--- src/rtl/dmem_port_arbiter_pkg.sv ---
// Shared types for the data-memory port arbiter: the last-grant state used to
// generate read-valid strobes, the per-cycle grant decision, and the byte
// write-enable width that both requesters and the memory share.
package dmem_port_arbiter_pkg;

  localparam int WE_W = 4;

  typedef enum logic [1:0] {
    L_NONE   = 2'd0,
    L_CPU_RD = 2'd1,
    L_DMA_RD = 2'd2
  } last_state_e;

  typedef enum logic [1:0] {
    G_NONE  = 2'd0,
    G_CPU   = 2'd1,
    G_DMA   = 2'd2,
    G_FORCE = 2'd3
  } grant_e;

  // A forced grant is still a DMA access as far as the memory port is concerned.
  function automatic logic is_dma_grant(input grant_e g);
    return (g == G_DMA) || (g == G_FORCE);
  endfunction

endpackage

--- src/rtl/dmem_port_arbiter_starve_counter.sv ---
// Starvation counter for the background requester. It counts consecutive
// cycles in which the DMA asked for the port and was refused, stops counting
// at MAX, and flags when MAX has been reached so the arbiter can force a grant.
module starve_counter #(
  parameter int MAX = 8
) (
  input  logic clk,
  input  logic rst,
  input  logic inc,
  input  logic clr,
  output logic at_max
);

  localparam logic [7:0] MaxCount = 8'(MAX);

  logic [7:0] cnt_q;
  logic [7:0] cnt_d;

  // Clear wins over increment; the count holds once it has reached MAX.
  always_comb begin
    cnt_d = cnt_q;
    if (clr) begin
      cnt_d = 8'd0;
    end else if (inc && (cnt_q != MaxCount)) begin
      cnt_d = cnt_q + 8'd1;
    end
  end

  // Count register, cleared asynchronously while reset is low.
  always_ff @(posedge clk or negedge rst) begin
    if (!rst) begin
      cnt_q <= 8'd0;
    end else begin
      cnt_q <= cnt_d;
    end
  end

  assign at_max = (cnt_q == MaxCount);

endmodule

--- src/rtl/dmem_port_arbiter.sv ---
// Two-requester arbiter in front of a single-ported synchronous data memory.
// The CPU normally has priority; the DMA loader gets idle cycles and, once it
// has been refused MAX_WAIT times in a row, one forced cycle that stalls the
// CPU. Read data comes straight from the memory one cycle after the grant,
// with a registered valid strobe steering it to whichever side asked.
module dmem_port_arbiter
  import dmem_port_arbiter_pkg::*;
#(
  parameter int ADDR_W   = 14,
  parameter int DATA_W   = 32,
  parameter int MAX_WAIT = 8
) (
  input  logic              clk,
  input  logic              rst,
  input  logic              cpu_req,
  input  logic [WE_W-1:0]   cpu_we,
  input  logic [ADDR_W-1:0] cpu_addr,
  input  logic [DATA_W-1:0] cpu_wdata,
  output logic              cpu_stall,
  output logic              cpu_rvalid,
  output logic [DATA_W-1:0] cpu_rdata,
  input  logic              dma_req,
  input  logic [WE_W-1:0]   dma_we,
  input  logic [ADDR_W-1:0] dma_addr,
  input  logic [DATA_W-1:0] dma_wdata,
  output logic              dma_gnt,
  output logic              dma_rvalid,
  output logic [DATA_W-1:0] dma_rdata,
  output logic              mem_en,
  output logic [WE_W-1:0]   mem_we,
  output logic [ADDR_W-1:0] mem_addr,
  output logic [DATA_W-1:0] mem_din,
  input  logic [DATA_W-1:0] mem_dout
);

  grant_e      grant;
  last_state_e state_q;
  last_state_e state_d;
  logic        wait_at_max;
  logic        dma_denied;

  // A pending DMA request that did not get the port this cycle is a denial.
  assign dma_denied = dma_req && !dma_gnt;

  starve_counter #(
    .MAX (MAX_WAIT)
  ) u_starve_counter (
    .clk    (clk),
    .rst    (rst),
    .inc    (dma_denied),
    .clr    (!dma_denied),
    .at_max (wait_at_max)
  );

  // Grant decision: starved DMA first, then CPU, then DMA; nothing in reset.
  always_comb begin
    grant = G_NONE;
    if (rst) begin
      if (dma_req && wait_at_max) begin
        grant = G_FORCE;
      end else if (cpu_req) begin
        grant = G_CPU;
      end else if (dma_req) begin
        grant = G_DMA;
      end
    end
  end

  // Steer the granted requester onto the memory port; idle port when no grant.
  always_comb begin
    mem_en   = 1'b0;
    mem_we   = '0;
    mem_addr = '0;
    mem_din  = '0;
    if (grant == G_CPU) begin
      mem_en   = 1'b1;
      mem_we   = cpu_we;
      mem_addr = cpu_addr;
      mem_din  = cpu_wdata;
    end else if (is_dma_grant(grant)) begin
      mem_en   = 1'b1;
      mem_we   = dma_we;
      mem_addr = dma_addr;
      mem_din  = dma_wdata;
    end
  end

  assign cpu_stall = cpu_req && (grant == G_FORCE);
  assign dma_gnt   = is_dma_grant(grant);

  // Remember who issued a read this cycle so its data can be flagged next cycle.
  always_comb begin
    state_d = L_NONE;
    unique case (grant)
      G_CPU: begin
        if (cpu_we == '0) begin
          state_d = L_CPU_RD;
        end
      end
      G_DMA, G_FORCE: begin
        if (dma_we == '0) begin
          state_d = L_DMA_RD;
        end
      end
      default: begin
        state_d = L_NONE;
      end
    endcase
  end

  // Last-grant state register, forced to L_NONE asynchronously in reset.
  always_ff @(posedge clk or negedge rst) begin
    if (!rst) begin
      state_q <= L_NONE;
    end else begin
      state_q <= state_d;
    end
  end

  assign cpu_rvalid = (state_q == L_CPU_RD);
  assign dma_rvalid = (state_q == L_DMA_RD);

  // Both sides see the raw memory output; the valid strobes say whose it is.
  assign cpu_rdata = mem_dout;
  assign dma_rdata = mem_dout;

endmodule

--- config.mk ---
export PLATFORM = sky130hd
export DESIGN_NAME = dmem_port_arbiter
export DESIGN_NICKNAME = d
export VERILOG_FILES = /design/src/rtl/dmem_port_arbiter_pkg.sv /design/src/rtl/dmem_port_arbiter_starve_counter.sv /design/src/rtl/dmem_port_arbiter.sv
export SDC_FILE = /design/constraint.sdc
export NUM_CORES = 1
export LEC_CHECK = 0
export ABC_AREA = 0
export BUFFER_PORTS_ARGS = -buffer_cell sky130_fd_sc_hd__buf_4
export CAP_MARGIN = 20
export CORE_AREA = 2 2 99 101
export CTS_BUF_LIST = sky130_fd_sc_hd__clkbuf_4 sky130_fd_sc_hd__clkbuf_8
export CTS_CLUSTER_SIZE = 16
export DETAILED_ROUTE_END_ITERATION = 12
export DIE_AREA = 0 0 101 103
export PLACE_DENSITY = 0.63
export SKIP_LAST_GASP = 1
export SLEW_MARGIN = 10
export SYNTH_ARGS = -nofsm -noshare
export SYNTH_HDL_FRONTEND = slang
export SYNTH_SLANG_ARGS = --single-unit
--- constraint.sdc ---
create_clock -name clk -period 2.2 [get_ports clk]
set_input_delay 0.11 -clock clk [delete_from_list [all_inputs] [get_ports clk]]
set_output_delay 0.11 -clock clk [all_outputs]
set_load 0.01 [all_outputs]
==> results.md <==
Critical path:
- The critical path goes through or4_4 > buf_6 > o21ai_4 > buf_6 > buf_12 > buf_16 > a32o_1 > buf_6.
- The worst setup path is captured at a primary output.
- The critical path required time is roughly 2100 ps.
- The worst setup path is launched from a flop.
- The number of buffers and inverters on the critical path is 5.
- The cell with the largest stage delay on the worst path is sky130_fd_sc_hd__or4_4.
- For this run, the slowest stage of the critical path takes 540 ps.
- The family with the most delay on the worst path is buffers and inverters.
- By instance count, the cell type seen most on the critical path is sky130_fd_sc_hd__buf_6.
- The category of the critical setup timing path is reg -> out.
- The worst path arrival time is between 2000 and 2500 ps.
- The maximum fanout along the worst path is 7.

Place:
- The final estimated routing congestion in global placement is slightly above 0.8.
- The half-perimeter wire length after placement is about 5200 µm.
- The total of buffers placed on input and output ports is between 150 and 200.
- In this run the cell area measured after placement is 2520 µm².

Worst hold path:
- The worst hold path belongs to the class in -> reg.

Global routing:
- Entering global routing, the biggest net connects 28 pins.
- Global routing used 13.2% of the available tracks.
- The first-pass GRT wire length is between 10000 and 15000 µm.
- The number of antenna violations at the first check in global routing is 0.
- For this run the aggregate overflow at the end of global routing stands at 0.
- The number of global-route vias before repair is approximately 1900.

Timing:
- Setup violations remaining at the end of the flow were counted as 31.
- The post-layout minimum cycle time is approximately 2200 ps.
- The tightest hold path in the finished design has a slack of approximately 160 ps.
- Once routing completed, OpenROAD measured the worst setup slack at -34.5 ps.
- Setup repair after global routing could not meet its margin everywhere.
- The worst path uses 102% of the clock period.
- The count of final hold-check violations was 0.
- The clock skew is between 3 and 4 ps.
- Timing would allow up to between 400 and 500 MHz.
- For the pin with the worst max-slew slack, the measured transition is 494 ps.
- The headroom to the max-slew limit is between 60 and 70%.
- The max-slew violation total from the final report is 0.

Power:
- The analysis attributes to net switching a power of 0.000276 W.
- The switching share of power is 29.8%.
- The internal power contribution is ~0.00065 W.
- The power consumption is 0.000926 W.
- The part of the total power dissipated in combinational logic is a little over half.
- The share of power burned in the clock network is between 20% and 30%.
- The sequential share of power is 20.7%.
- The leakage dissipation is between 1 and 1.5 nW.
- The maximum resistive drop on vdd is approximately 0.20 mV.
- The power density over cell area is 315 nW/µm².

Run:
- The number of violations of the max-capacitance limit is 0.

CTS:
- Clock latency on the worst-skew pair, taken at its later pin, is 240 ps.
- CTS built an H-tree with a depth of 1.
- The number of buffers created by CTS is 3.
- The cell at the root of the clock tree is sky130_fd_sc_hd__clkbuf_8.
- The number of buffers on the longest clock path is 2.
- The clock input transition at the sequential cells of the worst setup and hold paths is ~50 ps.
- TritonCTS built the clock tree.
- The TritonCTS sink count is 10.

Routing:
- The average routed wire per standard cell is roughly 19 µm.
- After the first detailed-routing iteration, the DRC count stood at 60.
- The first detailed-routing pass took 6 iterations.
- In the routed design, unresolved DRC markers number 0.
- The detail-routed via count per cell is about 5.0.
- The final layout contains routed wiring with a total length of around 7800 µm.
- Summing over every cut layer, the via total after detailed routing is around 2000.
- In this run the remaining antenna-violating nets after routing total 0.

Synthesis:
- sky130_fd_sc_hd__a32o_1 takes more of the synthesized area than any other cell.
- Counting flops and latches in the post-synthesis netlist gives 10.
- Ranked by total cell area, the synthesized netlist is headed by sky130_fd_sc_hd__a32o_1 (30%), sky130_fd_sc_hd__buf_4 (28%), sky130_fd_sc_hd__dfrtp_1 (15%).
- Counting every net in the synthesized netlist gives 332.
- The cell count after synthesis is 194.
- The average size of a mapped cell is 8.72 µm².
- The share of the synthesized area in the top cell type is 29.6%.
- During synthesis, Yosys emitted a total of 0 warnings.
- The count of different cell masters after synthesis is 32.
- The area of the mapped netlist is about 1700 µm².
- The sequential area share after synthesis is between 10% and 20%.

Floorplanning:
- ~260 I/O pins were placed.
- The die covers roughly 10000 µm².
- The die is a little over 100 µm tall.
- The initial utilization of the core area, before any placement, comes to 17.9%.
- The core region is 9460 µm².
- The width of the die is 101 µm.
- The initialized floorplan defines 36 standard-cell rows.

Layout:
- The finished cells cover 2940 µm².
- The filler cell count in the final layout is just under 1000.
- Cells fill a little under a third of the core in the end.
- The net count of the finished layout is ~440.
- The layout overhead on the synthesized area is 73.9%.
- In the final layout, the share of cells above drive strength 1 is 68.9%.
- 0 antenna diodes ended up in the layout.

Outcome:
- The flow ran to the end, but the final reports show violations.
- The checks that failed: negative setup slack.
==> final timing paths <==
kind	cells after the start	endpoint	start	slack (ps)
worst min register to register	2	u_starve_counter.cnt_q[7]$_DFFE_PN0P_	u_starve_counter.cnt_q[7]$_DFFE_PN0P_	600
max in group asynchronous	2	state_q[1]$_DFF_PN0_	rst	1390
worst max-delay path	8	mem_din[26]	u_starve_counter.cnt_q[4]$_DFFE_PN0P_	-30
min in group asynchronous	2	u_starve_counter.cnt_q[3]$_DFFE_PN0P_	rst	470
worst max register to register	10	u_starve_counter.cnt_q[0]$_DFFE_PN0P_	u_starve_counter.cnt_q[0]$_DFFE_PN0P_	90
worst min-delay path	2	u_starve_counter.cnt_q[3]$_DFFE_PN0P_	rst	160
==> state kept, by name (all words and copies together) (netlist names) <==
| signal | flops |
|---|---|
| u_starve_counter.cnt_q | 8 |
| state_q | 2 |
==> kinds of logic (layout without fill, tap and decap cells) <==
logic type,Yosys count,count (layout),share of synthesized area [%]
buffers and inverters,87,192,36.7
AOI/OAI and AO/OA,66,66,36.5
and+or+nand+nor,26,26,9.02
adders and majority gates,2,2,1.48
DFF,10,10,14.8
xor gates and xnor gates,3,3,1.55
==> area by class of cell <==
| type | count | area, µm² | area share, % |
|---|---|---|---|
| repair buffers | 185 | 1630 | 55.3 |
| multi-input cells | 97 | 856 | 29.1 |
| well taps | 114 | 143 | 4.85 |
| clock buffers | 4 | 55.1 | 1.87 |
| flip-flops and latches | 10 | 250 | 8.51 |
| inverters | 3 | 11.3 | 0.383 |
==> cell usage in the layout, fill, tap and decap left out, types with 2 or more instances in the layout <==
cell type / Yosys / layout
sky130_fd_sc_hd__and2_1: 4 / 3
sky130_fd_sc_hd__a32o_2: 0 / 14
sky130_fd_sc_hd__ha_1: 2 / 2
sky130_fd_sc_hd__inv_1: 2 / 2
sky130_fd_sc_hd__buf_6: 6 / 18
sky130_fd_sc_hd__nand3_1: 4 / 4
sky130_fd_sc_hd__a2111oi_0: 2 / 2
sky130_fd_sc_hd__buf_4: 64 / 156
sky130_fd_sc_hd__and3_1: 2 / 2
sky130_fd_sc_hd__xor2_1: 2 / 2
sky130_fd_sc_hd__nor2b_1: 2 / 2
sky130_fd_sc_hd__buf_16: 0 / 5
sky130_fd_sc_hd__nor4_1: 3 / 3
sky130_fd_sc_hd__dfrtp_1: 10 / 10
sky130_fd_sc_hd__a211oi_1: 2 / 2
sky130_fd_sc_hd__o21ai_0: 3 / 3
sky130_fd_sc_hd__a32o_1: 50 / 36
sky130_fd_sc_hd__a221oi_1: 4 / 4
sky130_fd_sc_hd__nand2_1: 3 / 3
sky130_fd_sc_hd__or3_1: 2 / 2
sky130_fd_sc_hd__clkbuf_8: 0 / 4
sky130_fd_sc_hd__buf_12: 0 / 4
==> metal layers <==
layer,global-route usage [%],vias to the layer above,wire length [µm]
met5,0,-,0
met4,2.91,0,156
met3,2.71,20,652
met2,24.0,151,3920
met1,16.2,958,3050
li1,-,920,-
==> what timing repair did <==
action | CTS | global route
gates cloned | 5 | 1
pin swaps | 12 | 23
buffers inserted | 8 | 4
hold buffers | 1 | 0
hold endpoints to repair | 10 | 0
setup endpoints to repair | 50 | 51
resized for setup | 8 | 30
==> stage by stage <==
stage	cells	TNS (ps)	setup slack (ps)
global placement	390	0	158
global route	413	-3290	-101
floorplan	194	0	278
detailed placement	390	0	128
CTS	408	-485	-28.1
finish	413	-363	-34.5
==> power groups by stage <==
| stage | Combinational (W) | Sequential (W) | Clock, W |
|---|---|---|---|
| after floorplan | 0.000276 | 0.000194 | 0 |
| after global placement | 0.000413 | 0.000196 | 0 |
| after detailed placement | 0.000420 | 0.000195 | 0 |
| after CTS | 0.000477 | 0.000192 | 0.000240 |
| after global routing | 0.000532 | 0.000192 | 0.000251 |
| final | 0.000497 | 0.000192 | 0.000237 |
==> Yosys cell counts (all sizes together) <==
| master | n |
|---|---|
| o21ai | 4 |
| xor2 | 2 |
| inv | 2 |
| clkbuf | 7 |
| nand3b | 1 |
| and2 | 4 |
| a32o | 50 |
| a21oi | 1 |
| o31ai | 1 |
| or3 | 2 |
| a211oi | 2 |
| nor2b | 2 |
| nor2 | 1 |
| a221oi | 4 |
| dfrtp | 10 |
| or4 | 2 |
| and3 | 2 |
| buf | 77 |
| ha | 2 |
| a2111oi | 2 |
| nand3 | 4 |
| clkinv | 1 |
| o21a | 1 |
| xnor2 | 1 |
| nand2 | 3 |
| and3b | 1 |
| nor3 | 1 |
| o31a | 1 |
| nor4 | 3 |
Power figures use the tool's default switching activity.
